==> config.mk <==
export PLATFORM = sky130hd
export DESIGN_NAME = temp_ascii_framer
export DESIGN_NICKNAME = d
export VERILOG_FILES = /design/src/rtl/temp_fmt_pkg.sv /design/src/rtl/bin2bcd_seq.sv /design/src/rtl/temp_ascii_framer.sv
export SDC_FILE = /design/constraint.sdc
export NUM_CORES = 1
export LEC_CHECK = 0
export ABC_AREA = 1
export BUFFER_PORTS_ARGS = -buffer_cell sky130_fd_sc_hd__buf_2
export CAP_MARGIN = 20
export CELL_PAD_IN_SITES_DETAIL_PLACEMENT = 1
export CELL_PAD_IN_SITES_GLOBAL_PLACEMENT = 2
export CORE_ASPECT_RATIO = 1.25
export CORE_UTILIZATION = 37
export CTS_BUF_LIST = sky130_fd_sc_hd__clkbuf_8
export DETAILED_ROUTE_END_ITERATION = 6
export PLACE_DENSITY_LB_ADDON = 0.05
export SYNTH_ARGS = -nofsm -noshare
export SYNTH_HDL_FRONTEND = slang
export SYNTH_SLANG_ARGS = --single-unit
==> constraint.sdc <==
create_clock -name clk -period 3.6 [get_ports clk]
set_input_delay 0.54 -clock clk [delete_from_list [all_inputs] [get_ports clk]]
set_output_delay 0.54 -clock clk [all_outputs]
set_load 0.005 [all_outputs]
==> src/rtl/temp_fmt_pkg.sv <==
// temp_fmt_pkg: shared constants, state encoding and helpers for the
// temperature ASCII framer and its BCD converter.
package temp_fmt_pkg;

  // ASCII bytes used in the output line
  localparam logic [7:0] ASCII_PLUS  = 8'h2B;
  localparam logic [7:0] ASCII_MINUS = 8'h2D;
  localparam logic [7:0] ASCII_ZERO  = 8'h30;
  localparam logic [7:0] ASCII_C     = 8'h43;
  localparam logic [7:0] ASCII_CR    = 8'h0D;
  localparam logic [7:0] ASCII_LF    = 8'h0A;
  localparam logic [7:0] ASCII_STAR  = 8'h2A;

  // Frame lengths: "+025C\r\n" and "+025C*5F\r\n"
  localparam int FRAME_LEN_BASE = 7;
  localparam int FRAME_LEN_CSUM = 10;

  // Largest printable magnitude (3 decimal digits)
  localparam int CLAMP_MAX_DEFAULT = 999;

  // Magnitude / BCD geometry of the double-dabble converter
  localparam int MAG_W   = 10;
  localparam int BCD_W   = 12;
  localparam int DD_ITER = 10;

  // Framer FSM encoding
  typedef enum logic [1:0] {
    ST_IDLE = 2'd0,
    ST_CONV = 2'd1,
    ST_SEND = 2'd2,
    ST_FIN  = 2'd3
  } fmt_state_t;

  // Nibble to uppercase hex ASCII character
  function automatic logic [7:0] hex_ascii(input logic [3:0] n);
    if (n < 4'd10) begin
      return 8'h30 + {4'h0, n};
    end
    return 8'h37 + {4'h0, n};
  endfunction

endpackage

==> src/rtl/bin2bcd_seq.sv <==
// bin2bcd_seq: 10-bit sequential double-dabble, one shift per cycle.
// start loads bin; exactly 10 iterations follow, so bcd is valid after the
// 10th clock edge following the start edge and then holds until the next
// start. done is high during the cycle whose closing edge performs the final
// iteration, letting the consumer change state on the same edge the result
// lands.
module bin2bcd_seq
  import temp_fmt_pkg::*;
(
  input  logic             clk,
  input  logic             rst,
  input  logic             start,
  input  logic [MAG_W-1:0] bin,
  output logic [BCD_W-1:0] bcd,
  output logic             done
);

  // {bcd digits, remaining binary bits}
  logic [BCD_W+MAG_W-1:0] shift_q;
  logic [BCD_W+MAG_W-1:0] shift_d;
  logic [BCD_W-1:0]       bcd_adj;
  logic [3:0]             cnt_q;
  logic                   run_q;
  logic                   unused_bcd_msb;

  // Add-3 correction for each digit that is 5 or more before shifting
  for (genvar gi = 0; gi < 3; gi++) begin : g_digit
    logic [3:0] digit;
    assign digit = shift_q[MAG_W + 4*gi +: 4];
    assign bcd_adj[4*gi +: 4] = (digit >= 4'd5) ? digit + 4'd3 : digit;
  end

  // Top bit of the adjusted hundreds digit is always shifted out as zero
  assign unused_bcd_msb = bcd_adj[BCD_W-1];
  assign shift_d = {bcd_adj[BCD_W-2:0], shift_q[MAG_W-1:0], 1'b0};

  assign bcd  = shift_q[BCD_W+MAG_W-1:MAG_W];
  assign done = run_q && (cnt_q == 4'(DD_ITER - 1));

  // Load on start, then run a fixed number of adjust-and-shift steps
  always_ff @(posedge clk) begin
    if (rst) begin
      shift_q <= '0;
      cnt_q   <= '0;
      run_q   <= 1'b0;
    end else if (start) begin
      shift_q <= {{BCD_W{1'b0}}, bin};
      cnt_q   <= '0;
      run_q   <= 1'b1;
    end else if (run_q) begin
      shift_q <= shift_d;
      cnt_q   <= cnt_q + 4'd1;
      if (cnt_q == 4'(DD_ITER - 1)) begin
        run_q <= 1'b0;
      end
    end
  end

endmodule

==> src/rtl/temp_ascii_framer.sv <==
// temp_ascii_framer: formats one signed Celsius sample as a fixed-width
// ASCII line ("+025C\r\n") and streams it byte by byte over valid/ready.
// Optional macro TEMP_ASCII_FRAMER_CHECKSUM_EN inserts "*HH" (XOR of the sign,
// digit and 'C' bytes in hex) before CR LF, making a 10-byte frame.
module temp_ascii_framer
  import temp_fmt_pkg::*;
#(
  parameter int TEMP_W    = 16,
  parameter int CLAMP_MAX = CLAMP_MAX_DEFAULT
) (
  input  logic                     clk,
  input  logic                     rst,
  input  logic                     start,
  input  logic signed [TEMP_W-1:0] temp_c,
  output logic                     busy,
  output logic                     done,
  output logic [7:0]               tx_data,
  output logic                     tx_valid,
  input  logic                     tx_ready
);

`ifdef TEMP_ASCII_FRAMER_CHECKSUM_EN
  localparam int FRAME_LEN = FRAME_LEN_CSUM;
`else
  localparam int FRAME_LEN = FRAME_LEN_BASE;
`endif
  localparam logic [3:0] LAST_IDX = 4'(FRAME_LEN - 1);

  localparam logic signed [TEMP_W-1:0] CLAMP_POS = TEMP_W'(CLAMP_MAX);
  localparam logic signed [TEMP_W-1:0] CLAMP_NEG = -CLAMP_POS;

  fmt_state_t state_q;
  logic       busy_q;
  logic       done_q;
  logic [7:0] tx_data_q;
  logic       tx_valid_q;
  logic [3:0] idx_q;
  logic       neg_q;

  logic signed [TEMP_W-1:0] clamped;
  logic signed [TEMP_W-1:0] abs_val;
  logic                     neg_d;
  logic [MAG_W-1:0]         mag;
  logic                     unused_abs_hi;

  logic                     bcd_start;
  logic [BCD_W-1:0]         bcd;
  logic                     bcd_done;
  logic [7:0]               first_byte;
  logic [7:0]               next_byte;

  // Saturate to the printable range, then split into sign and magnitude
  always_comb begin
    clamped = temp_c;
    if (temp_c > CLAMP_POS) begin
      clamped = CLAMP_POS;
    end else if (temp_c < CLAMP_NEG) begin
      clamped = CLAMP_NEG;
    end
    neg_d   = clamped[TEMP_W-1];
    abs_val = neg_d ? -clamped : clamped;
  end

  // After clamping the magnitude never exceeds 999, so upper bits are zero
  assign mag           = abs_val[MAG_W-1:0];
  assign unused_abs_hi = ^abs_val[TEMP_W-1:MAG_W];

  // The converter latches the magnitude on the same edge that accepts start
  assign bcd_start = (state_q == ST_IDLE) && start;

  bin2bcd_seq u_bin2bcd (
    .clk   (clk),
    .rst   (rst),
    .start (bcd_start),
    .bin   (mag),
    .bcd   (bcd),
    .done  (bcd_done)
  );

  // Byte at position idx of the frame being sent
  function automatic logic [7:0] frame_byte(input logic [3:0] idx,
                                            input logic neg,
                                            input logic [BCD_W-1:0] digits);
    logic [7:0] sign_b;
    logic [7:0] d2_b;
    logic [7:0] d1_b;
    logic [7:0] d0_b;
    logic [7:0] b;
`ifdef TEMP_ASCII_FRAMER_CHECKSUM_EN
    logic [7:0] csum;
`endif
    sign_b = neg ? ASCII_MINUS : ASCII_PLUS;
    d2_b   = ASCII_ZERO + {4'h0, digits[11:8]};
    d1_b   = ASCII_ZERO + {4'h0, digits[7:4]};
    d0_b   = ASCII_ZERO + {4'h0, digits[3:0]};
    b      = 8'h00;
`ifdef TEMP_ASCII_FRAMER_CHECKSUM_EN
    csum = sign_b ^ d2_b ^ d1_b ^ d0_b ^ ASCII_C;
    case (idx)
      4'd0:    b = sign_b;
      4'd1:    b = d2_b;
      4'd2:    b = d1_b;
      4'd3:    b = d0_b;
      4'd4:    b = ASCII_C;
      4'd5:    b = ASCII_STAR;
      4'd6:    b = hex_ascii(csum[7:4]);
      4'd7:    b = hex_ascii(csum[3:0]);
      4'd8:    b = ASCII_CR;
      4'd9:    b = ASCII_LF;
      default: b = 8'h00;
    endcase
`else
    case (idx)
      4'd0:    b = sign_b;
      4'd1:    b = d2_b;
      4'd2:    b = d1_b;
      4'd3:    b = d0_b;
      4'd4:    b = ASCII_C;
      4'd5:    b = ASCII_CR;
      4'd6:    b = ASCII_LF;
      default: b = 8'h00;
    endcase
`endif
    return b;
  endfunction

  // The sign byte needs no BCD result, so it can be loaded as conversion ends
  always_comb begin
    first_byte = frame_byte(4'd0, neg_q, bcd);
    next_byte  = frame_byte(idx_q + 4'd1, neg_q, bcd);
  end

  // Framer FSM with registered handshake and status outputs
  always_ff @(posedge clk) begin
    if (rst) begin
      state_q    <= ST_IDLE;
      busy_q     <= 1'b0;
      done_q     <= 1'b0;
      tx_data_q  <= 8'h00;
      tx_valid_q <= 1'b0;
      idx_q      <= '0;
      neg_q      <= 1'b0;
    end else begin
      case (state_q)
        ST_IDLE: begin
          done_q <= 1'b0;
          if (start) begin
            neg_q   <= neg_d;
            busy_q  <= 1'b1;
            state_q <= ST_CONV;
          end
        end
        ST_CONV: begin
          if (bcd_done) begin
            tx_valid_q <= 1'b1;
            tx_data_q  <= first_byte;
            idx_q      <= '0;
            state_q    <= ST_SEND;
          end
        end
        ST_SEND: begin
          // Data and valid hold until the receiver takes the byte
          if (tx_valid_q && tx_ready) begin
            if (idx_q == LAST_IDX) begin
              tx_valid_q <= 1'b0;
              tx_data_q  <= 8'h00;
              busy_q     <= 1'b0;
              done_q     <= 1'b1;
              state_q    <= ST_FIN;
            end else begin
              idx_q     <= idx_q + 4'd1;
              tx_data_q <= next_byte;
            end
          end
        end
        ST_FIN: begin
          done_q  <= 1'b0;
          state_q <= ST_IDLE;
        end
        default: begin
          state_q <= ST_IDLE;
        end
      endcase
    end
  end

  assign busy     = busy_q;
  assign done     = done_q;
  assign tx_data  = tx_data_q;
  assign tx_valid = tx_valid_q;

endmodule

==> results.cfg, run 1 <==
[route]
wirelength_mm = 7.62
drcViolationCount = 0
viasPerCell = 5.22
antenna_left = 0
drt_iter0_drc = 87
dr_total_vias = 2825
post_drt_wl_per_cell_um = 14.1
dr.pass1.iters = 4

[synth]
syn_area_per_cell_um2 = 6.86
synthArstFlopShare_pct = 0
ys_seq_elements = 44
synth_cell_types = 42
synth_nets = 462
ys_top_cells_by_count = nand2_1, inv_1, dfxtp_1, a21oi_1, nor2_1
ys.flop_type = dfxtp_1
yosys_warnings = 0
synth.most_common_cell = nand2_1
synth_area_leader_cell = dfxtp_1
synth_edf_count = 0
synth_cells = 424
synthTopCellsByArea = dfxtp_1, nand2_1, ha_1, inv_1, a21oi_1
netlist_area_um2 = 2910
synth_top_area_share_pct = 30.3
synth-seq-area-share_pct = 30.3

[clocking]
cts.sink_count = 44
cts_tree = built
root_buffer = clkbuf_8
path_clk_slew_ns = 0.09
clk_latency_ns = 0.30
ctsLongestPathBuffers = 2
cts_htree_levels = 2
cts_made_buffers = 5
cts_setup_buffers = 0
ctsHoldBuffers = 0
ctsResizeCount = 0

[floorplanning]
core_um2 = 7490
pin_count = 31
start_util_pct = 38.8
dieWidth_um = 81.3
die_h_um = 101
rows = 35
die_area_um2 = 8220

[placed_design]
hpwl_mm = 6.00
numPortBuffers = 29
place_congestion = 0.828

[sta]
post-route-period-util_pct = 68.2
rsz0062_at_grt = no
setup_viol = 0
max_freq_mhz = 408
relSlewSlack_pct = 56.0
worst_slew_pin_slew_ns = 0.660
hold_viol = 0
fin_worst_skew_ns = 0.00991
min_period_ns = 2.45
fin_hold_ws_ns = 0.465
finalMaxSlewViolations = 0
setup_tns_ns = 0

[setup_path]
worstSetupPathType = in -> reg
critPathLaunch = temp_c[0]
crit_arrival_ns = 2.62
start_kind = primary input
crit_fanout = 8
r2r_slack_ns = 1.26
critPathRequiredTime_ns = 3.76
endpoint_kind = flip-flop
rr_startpoint = state_q[0]

[cells_and_area]
area_growth_pct = 10.3
drive_gt1_share_pct = 15.4
utilization_pct = 42.8
diodes = 0
layout.nets = 487

[global_route]
track_usage_pct = 20.0
first_global_vias = 2809
overflow = 0
grt_pass1_wl_mm = 12.9
grt_start_max_net_pins = 26
antenna_found_initial = 0

[power]
comb_power_share_pct = 41.8
p_sw_share_pct = 41.8
power.leakage_uw = 0.00141
seqPwrFrac_pct = 38.1
p_int_uw = 999
vdd_drop_max_mv = 0.205
clkPwrFrac_pct = 20.1
p_sw_uw = 716
power_density_nw_per_um2 = 535

[outcome]
status = completed

[flow_run]
cap_violations = 0

[hold_path]
min_from = u_bin2bcd.shift_q[9]
hp-class = reg -> reg
-- state kept, by name (all words and copies together) (netlist names) --
signal and flops:
tx_valid 1, state_q 2, u_bin2bcd.run_q 1, u_bin2bcd.cnt_q 4
done 1, tx_data 7, idx_q 4, u_bin2bcd.shift_q 22
neg_q 1, busy 1
-- logic make-up (layout without fill, tap and decap cells) --
group           after synthesis  in the layout  share of synthesized area (%)
other cells                   1              1                          0.129
fa+ha+maj                    18             18                           7.75
buf+inv                      72             97                           10.0
compound gates              105            105                           22.6
xor+xnor                      8              8                           2.67
simple gates                176            176                           26.5
flops                        44             44                           30.3
-- through the flow --
stage,power (uW),area [um^2],worst slack (ns),instances
2_1_floorplan,1190,2910,1.19,424
3_3_place_gp,1370,3110,0.877,534
3_5_place_dp,1390,3110,0.844,534
4_1_cts,1740,3210,1.14,541
5_1_grt,1870,3210,0.780,541
6_report,1720,3210,1.15,541
-- critical path, stage by stage --
cell	delay, ns
buf_2	0.11
o311ai_0	0.33
nand3_1	0.12
nand4_1	0.09
ha_1	0.30
inv_2	0.16
nand3_2	0.13
o211ai_2	0.32
nand2_4	0.11
nor2_4	0.10
nand3_1	0.07
nand2_1	0.07
nand2_1	0.04
nand2_1	0.08
a21oi_2	0.05
-- power by group through the flow --
stage          registers [uW]  logic, uW  clock network, uW
6_report                  653        717                346
3_5_place_dp              666        726                  0
4_1_cts                   656        731                356
5_1_grt                   667        830                374
3_3_place_gp              664        707                  0
2_1_floorplan             652        541                  0
-- layout make-up --
class,count,area [um^2]
Clock buffer,7,96.3
Fill cell,1030,4280
Inverter,60,228
Multi-Input combinational cell,308,1730
Sequential cell,44,881
Tap cell,92,115
Timing Repair Buffer,30,153
-- routing by layer --
| metal | part of all wire (%) | GRT usage (%) | vias to the layer above | wire (um) |
|---|---|---|---|---|
| met2 | 52 | 37.0 | 38 | 3960 |
| met1 | 45 | 23.4 | 1338 | 3390 |
| li1 | - | - | 1439 | - |
| met4 | 1.6 | 6.04 | 0 | 121 |
| met5 | 0 | 0 | - | 0 |
| met3 | 1.9 | 2.17 | 10 | 145 |
-- path summary, 6_finish.rpt --
check / to / cells after the start
max: u_bin2bcd.shift_q[9] / 15
min: u_bin2bcd.shift_q[10] / 2
max reg2reg: u_bin2bcd.shift_q[19] / 9
min reg2reg: u_bin2bcd.shift_q[10] / 2
-- cell usage in the layout, fill, tap and decap left out, types with 2 or more instances in the layout --
cell type	instances
a21oi_1	39
nand3_2	3
buf_2	29
nand4_1	7
a211oi_1	6
ha_1	18
a31oi_1	4
inv_1	55
o21a_1	2
xnor2_1	3
a21oi_2	4
dfxtp_1	44
nor2_1	38
nand3_1	18
o211ai_1	8
inv_2	4
xor2_1	4
o21ai_0	30
clkbuf_8	7
nor2_2	6
o21ai_1	2
nand2_1	93
o211ai_2	3
nand2_2	5
nor3_1	2
(Power assumes the default switching activity.)
==> run 2, diff against run 1 <==
--- a/config.mk
+++ b/config.mk
@@ -11,7 +11,7 @@
 export CELL_PAD_IN_SITES_DETAIL_PLACEMENT = 1
 export CELL_PAD_IN_SITES_GLOBAL_PLACEMENT = 2
 export CORE_ASPECT_RATIO = 1.25
-export CORE_UTILIZATION = 37
+export CORE_UTILIZATION = 31
 export CTS_BUF_LIST = sky130_fd_sc_hd__clkbuf_8
 export DETAILED_ROUTE_END_ITERATION = 6
 export PLACE_DENSITY_LB_ADDON = 0.05
==> constraint.sdc (replaced) <==
create_clock -name clk -period 2.05 [get_ports clk]
set_input_delay 0.3075 -clock clk [delete_from_list [all_inputs] [get_ports clk]]
set_output_delay 0.3075 -clock clk [all_outputs]
set_load 0.005 [all_outputs]
==> results.cfg, run 2 (synthesis results as in run 1) <==
[placed_design]
dp_cells = 597
hpwl_mm = 6.46
place_congestion = 0.778
numPortBuffers = 29

[route]
dr_total_vias = 2937
antenna_left = 0
post_drt_wl_per_cell_um = 13.5
wirelength_mm = 8.21
drcViolationCount = 0
viasPerCell = 4.81
dr.pass1.iters = 6
drt_iter0_drc = 32

[global_route]
track_usage_pct = 18.0
grt_pass1_wl_mm = 13.6
grt_start_max_net_pins = 26
overflow = 0
first_global_vias = 2940
antenna_found_initial = 0

[sta]
post-route-period-util_pct = 98.5
fin_hold_ws_ns = 0.304
fin_worst_skew_ns = 0.00512
setup_viol = 0
setup_tns_ns = 0
min_period_ns = 2.02
max_freq_mhz = 495
rsz0062_at_grt = yes
finalMaxSlewViolations = 0
hold_viol = 0

[cells_and_area]
utilization_pct = 40.0
fillers = 1191
mostFrequentLayoutCells = nand2_1, inv_1, dfxtp_1, a21oi_1, buf_4
largest_reg_flops = 22
final_cells = 610
layout.nets = 524
final_common_cell = nand2_1
drive_gt1_share_pct = 24.0
diodes = 0
top_register = u_bin2bcd.shift_q
area_growth_pct = 25.7

[setup_path]
crit_arrival_ns = 2.22
endpoint_kind = flip-flop
rr_startpoint = idx_q[0]
critPathRequiredTime_ns = 2.25
crit_fanout = 5
critPathMaxStageDelay_ns = 0.36
critPathLaunch = temp_c[14]
worstSetupPathType = in -> reg
start_kind = primary input
slowest_stage = ha_4
worstPathCellList = buf_2 > inv_2 > nor4_4 > nand4_1 > ha_4 > inv_6 > nand2_4 > inv_6 > o31ai_4 > buf_4 > xor2_1 > nand2_1 > nand2_1 > a21oi_1

[clocking]
cts_htree_levels = 2
cts_made_buffers = 5
cts.sink_count = 44
clk_latency_ns = 0.30
path_clk_slew_ns = 0.09
root_buffer = clkbuf_8
cts_tree = built
ctsHoldBuffers = 0
ctsLongestPathBuffers = 2

[power]
power_density_nw_per_um2 = 861
seqPwrFrac_pct = 36.6
vdd_drop_max_mv = 0.309
fin_total_pwr_uw = 3150
comb_power_share_pct = 45.2
p_sw_share_pct = 41.5
p_int_uw = 1840
p_sw_uw = 1300
clkPwrFrac_pct = 18.3
power.leakage_uw = 0.00161

[outcome]
status = completed

[floorplanning]
rows = 39
die_area_um2 = 9770
dieWidth_um = 88.6
start_util_pct = 31.9
pin_count = 31
core_um2 = 9130
die_h_um = 110

[hold_path]
min_from = rst
hp-class = in -> reg

[flow_run]
cap_violations = 0
run 2: worst paths after layout:
kind | end | slack (ns) | cells past startpoint
max | u_bin2bcd.shift_q[4] | 0.03 | 14
min | u_bin2bcd.shift_q[9] | 0.30 | 2
max reg2reg | state_q[0] | 0.26 | 10
min reg2reg | tx_data[4] | 0.47 | 2
run 2: stage by stage:
step	setup WS (ns)	area, um^2
floorplan	-0.00190	2950
global placement	-0.273	3440
detailed placement	-0.346	3440
CTS	0.0417	3540
global route	-0.0889	3650
finish	0.0310	3650
run 2: per-layer routing:
metal / vias up / global-route usage (%) / part of all wire (%) / routed length (um)
met2: 22 / 36.7 / 56 / 4610
met4: 0 / 5.18 / 1.3 / 109
met1: 1396 / 18.5 / 41 / 3370
met5: - / 0 / 0 / 0
met3: 7 / 2.46 / 1.4 / 118
li1: 1512 / - / - / -
run 2: area by class of cell:
type / instances / area (um^2) / share of cell area (%)
multi-input cells: 308 / 1820 / 49.9
flip-flops and latches: 44 / 881 / 24.1
repair buffers: 67 / 465 / 12.7
inverters: 60 / 238 / 6.51
well taps: 123 / 154 / 4.21
clock buffers: 6 / 82.6 / 2.26
clock inverters: 2 / 7.51 / 0.206
run 2: power by group through the flow:
stage	Combinational, uW	Sequential [uW]	Clock (uW)
after detailed placement	1390	1170	0
after floorplan	958	1140	0
after global placement	1370	1170	0
after CTS	1390	1150	609
after global routing	1630	1180	645
final	1420	1150	574
run 2: worst max-delay path: cells and delay by family:
kind                       cells  cell delay (ns)
AOI/OAI and AO/OA              2             0.36
xor gates and xnor gates       1             0.15
adders and majority gates      1             0.36
buffers and inverters          5             0.39
and+or+nand+nor                5             0.63
run 2: what timing repair did:
action,CTS,global route
resized for setup,3,21
hold endpoints to repair,0,0
endpoints found under the setup margin,2,11
pin swaps,2,11
setup buffers,0,5
==> run 3, diff against run 2 <==
--- a/config.mk
+++ b/config.mk
@@ -9,12 +9,13 @@
 export BUFFER_PORTS_ARGS = -buffer_cell sky130_fd_sc_hd__buf_2
 export CAP_MARGIN = 20
 export CELL_PAD_IN_SITES_DETAIL_PLACEMENT = 1
-export CELL_PAD_IN_SITES_GLOBAL_PLACEMENT = 2
+export CELL_PAD_IN_SITES_GLOBAL_PLACEMENT = 1
 export CORE_ASPECT_RATIO = 1.25
-export CORE_UTILIZATION = 31
+export CORE_UTILIZATION = 40
 export CTS_BUF_LIST = sky130_fd_sc_hd__clkbuf_8
 export DETAILED_ROUTE_END_ITERATION = 6
 export PLACE_DENSITY_LB_ADDON = 0.05
 export SYNTH_ARGS = -nofsm -noshare
 export SYNTH_HDL_FRONTEND = slang
+export SYNTH_HIERARCHICAL = 1
 export SYNTH_SLANG_ARGS = --single-unit
==> results.cfg, run 3 <==
[outcome]
status = complete, but fails checks
violations = setup timing

[placed_design]
hpwl_mm = 6.40
dp_cells = 580
place_ws_ns = -0.405
dpl_cell_area_um2 = 3540
place_congestion = 0.783
numPortBuffers = 29

[route]
post_drt_wl_per_cell_um = 14.1
dr_total_vias = 3061
viasPerCell = 5.16
antenna_left = 0
dr.pass1.iters = 4
wirelength_mm = 8.39
drcViolationCount = 0
drt_iter0_drc = 67

[sta]
post-route-period-util_pct = 102
hold_viol = 0
worst_slack_ns = -0.0478
max_freq_mhz = 477
rsz0062_at_grt = yes
finalMaxSlewViolations = 0
min_period_ns = 2.10
fin_worst_skew_ns = 0.0141
setup_viol = 2

[setup_path]
worstSetupPathType = in -> reg
start_kind = primary input
worstPathCellList = buf_8 > o311ai_4 > a311o_1 > ha_4 > buf_4 > o21ai_0 > buf_4 > o21ai_2 > nand2_4 > xnor2_2 > inv_1 > o221ai_2 > nor2_2
endpoint_kind = flip-flop
timing.critical_path.mode_cell = buf_4
path_delay_family = compound AO/OA/AOI/OAI gates
crit_fanout = 5
crit_arrival_ns = 2.30
crit_buf_inv = 4
slowest_stage = a311o_1
critPathRequiredTime_ns = 2.25
critPathMaxStageDelay_ns = 0.36

[synth]
synthXorXnorAreaFrac_pct = 1.09
synthArstFlopShare_pct = 0
ys.flop_type = dfxtp_1
synthSimpleGateAreaFrac_pct = 28.5
synth.most_common_cell = nand2_1
synth_area_leader_cell = dfxtp_1
netlist_area_um2 = 3100
synth-compound-area-share_pct = 19.4
yosys_warnings = 6
synth_edf_count = 0
synth_nets = 482
synthTopCellsByArea = dfxtp_1, nand2_1, ha_1, inv_1, a21oi_1
synthAdderAreaFrac_pct = 7.67
ys_seq_elements = 44
ys_top_cells_by_count = nand2_1, inv_1, dfxtp_1, a21oi_1, nand3_1
syn_area_per_cell_um2 = 7.00
synth-seq-area-share_pct = 28.4
synth_cells = 443
synth_top_family_by_area = simple AND/OR/NAND/NOR gates
synth_cell_types = 43
muxShareOfSynthArea_pct = 0
synth_top_area_share_pct = 28.4

[cells_and_area]
final_common_cell = nand2_1
largest_reg_flops = 22
area_growth_pct = 25.0
diodes = 0
drive_gt1_share_pct = 32.1
layout.nets = 539
utilization_pct = 52.1
mostFrequentLayoutCells = nand2_1, inv_1, dfxtp_1, buf_4, a21oi_1
final_cells = 593
fin_area_um2 = 3870
top_register = u_bin2bcd/shift_q

[floorplanning]
rows = 35
core_um2 = 7440
start_util_pct = 41.6
dieWidth_um = 80.7
pin_count = 31
die_h_um = 100
die_area_um2 = 8110

[global_route]
track_usage_pct = 22.0
grtUsageMet3_pct = 2.18
grtUsageMet2_pct = 44.6
busiest_layer = met2
grt_pass1_wl_mm = 14.0
overflow = 0
first_global_vias = 3128
gr-usage-met1_pct = 23.4
antenna_found_initial = 0
grt_start_max_net_pins = 22

[hold_path]
hp-class = in -> reg

[flow_run]
cap_violations = 0

[clocking]
cts_made_buffers = 5
path_clk_slew_ns = 0.10
cts.sink_count = 44
ctsLongestPathBuffers = 2
cts_htree_levels = 2
root_buffer = clkbuf_8
clk_latency_ns = 0.30
cts_tree = built

[power]
fin_total_pwr_uw = 3290
power_density_nw_per_um2 = 848
vdd_drop_max_mv = 0.359
power.leakage_uw = 0.00169
## run 3: cell families (layout without fill, tap and decap cells)
family	count (synthesis)	after routing
xor gates and xnor gates	3	3
and+or+nand+nor	191	191
other	1	1
AOI/OAI and AO/OA	92	92
DFF	44	44
buffers and inverters	93	151
adders and majority gates	19	19
## run 3: worst paths after layout
kind	startpoint	endpoint	slack (ns)	cells after the start
hold reg to reg	tx_data[6]	tx_data[6]	0.47	2
setup / recovery	temp_c[2]	u_bin2bcd/shift_q[6]	-0.05	13
hold / removal	tx_ready	done	0.40	4
setup reg to reg	idx_q[0]	state_q[0]	0.21	11
## run 3: area by class of cell
class | count | area (um^2)
inverter | 70 | 274
clock buffer | 5 | 68.8
clock inverter | 3 | 18.8
fill | 985 | 3570
multi-input combinational | 306 | 1910
sequential | 44 | 881
timing repair buffer | 73 | 607
tap | 92 | 115
## run 3: metal layers
metal | wire [um] | vias up
li1 | - | 1556
met1 | 3530 | 1477
met2 | 4670 | 19
met3 | 73 | 9
met4 | 116 | 0
met5 | 0 | -
## run 3: report_power, final
part,leakage (uW),internal [uW],switching (uW)
Combinational,0.00128,586,936
Sequential,0.000360,1060,147
Clock,0.0000479,238,324
Total,0.00169,1880,1410
## run 3: worst register-to-register path, delay by kind of cell, from the launching register on
family | cells | cell delay (ns)
AOI/OAI and AO/OA | 2 | 0.26
adders and majority gates | 1 | 0.18
buffers and inverters | 4 | 0.38
DFF | 1 | 0.35
and+or+nand+nor | 4 | 0.58
## run 3: metrics by stage
stage | TNS [ns] | hold slack, ns
after detailed placement | -2.64 | 0.453
final | -0.0761 | 0.396
after CTS | -0.00690 | 0.397
after global placement | -2.20 | 0.438
after global routing | -0.498 | 0.420
after floorplan | -0.375 | 0.377
## run 3: what timing repair did
item,CTS,global route
hold buffers,0,0
gates resized for setup,22,25
pin swaps,11,23
endpoints found under the setup margin,4,7
setup buffers,2,3
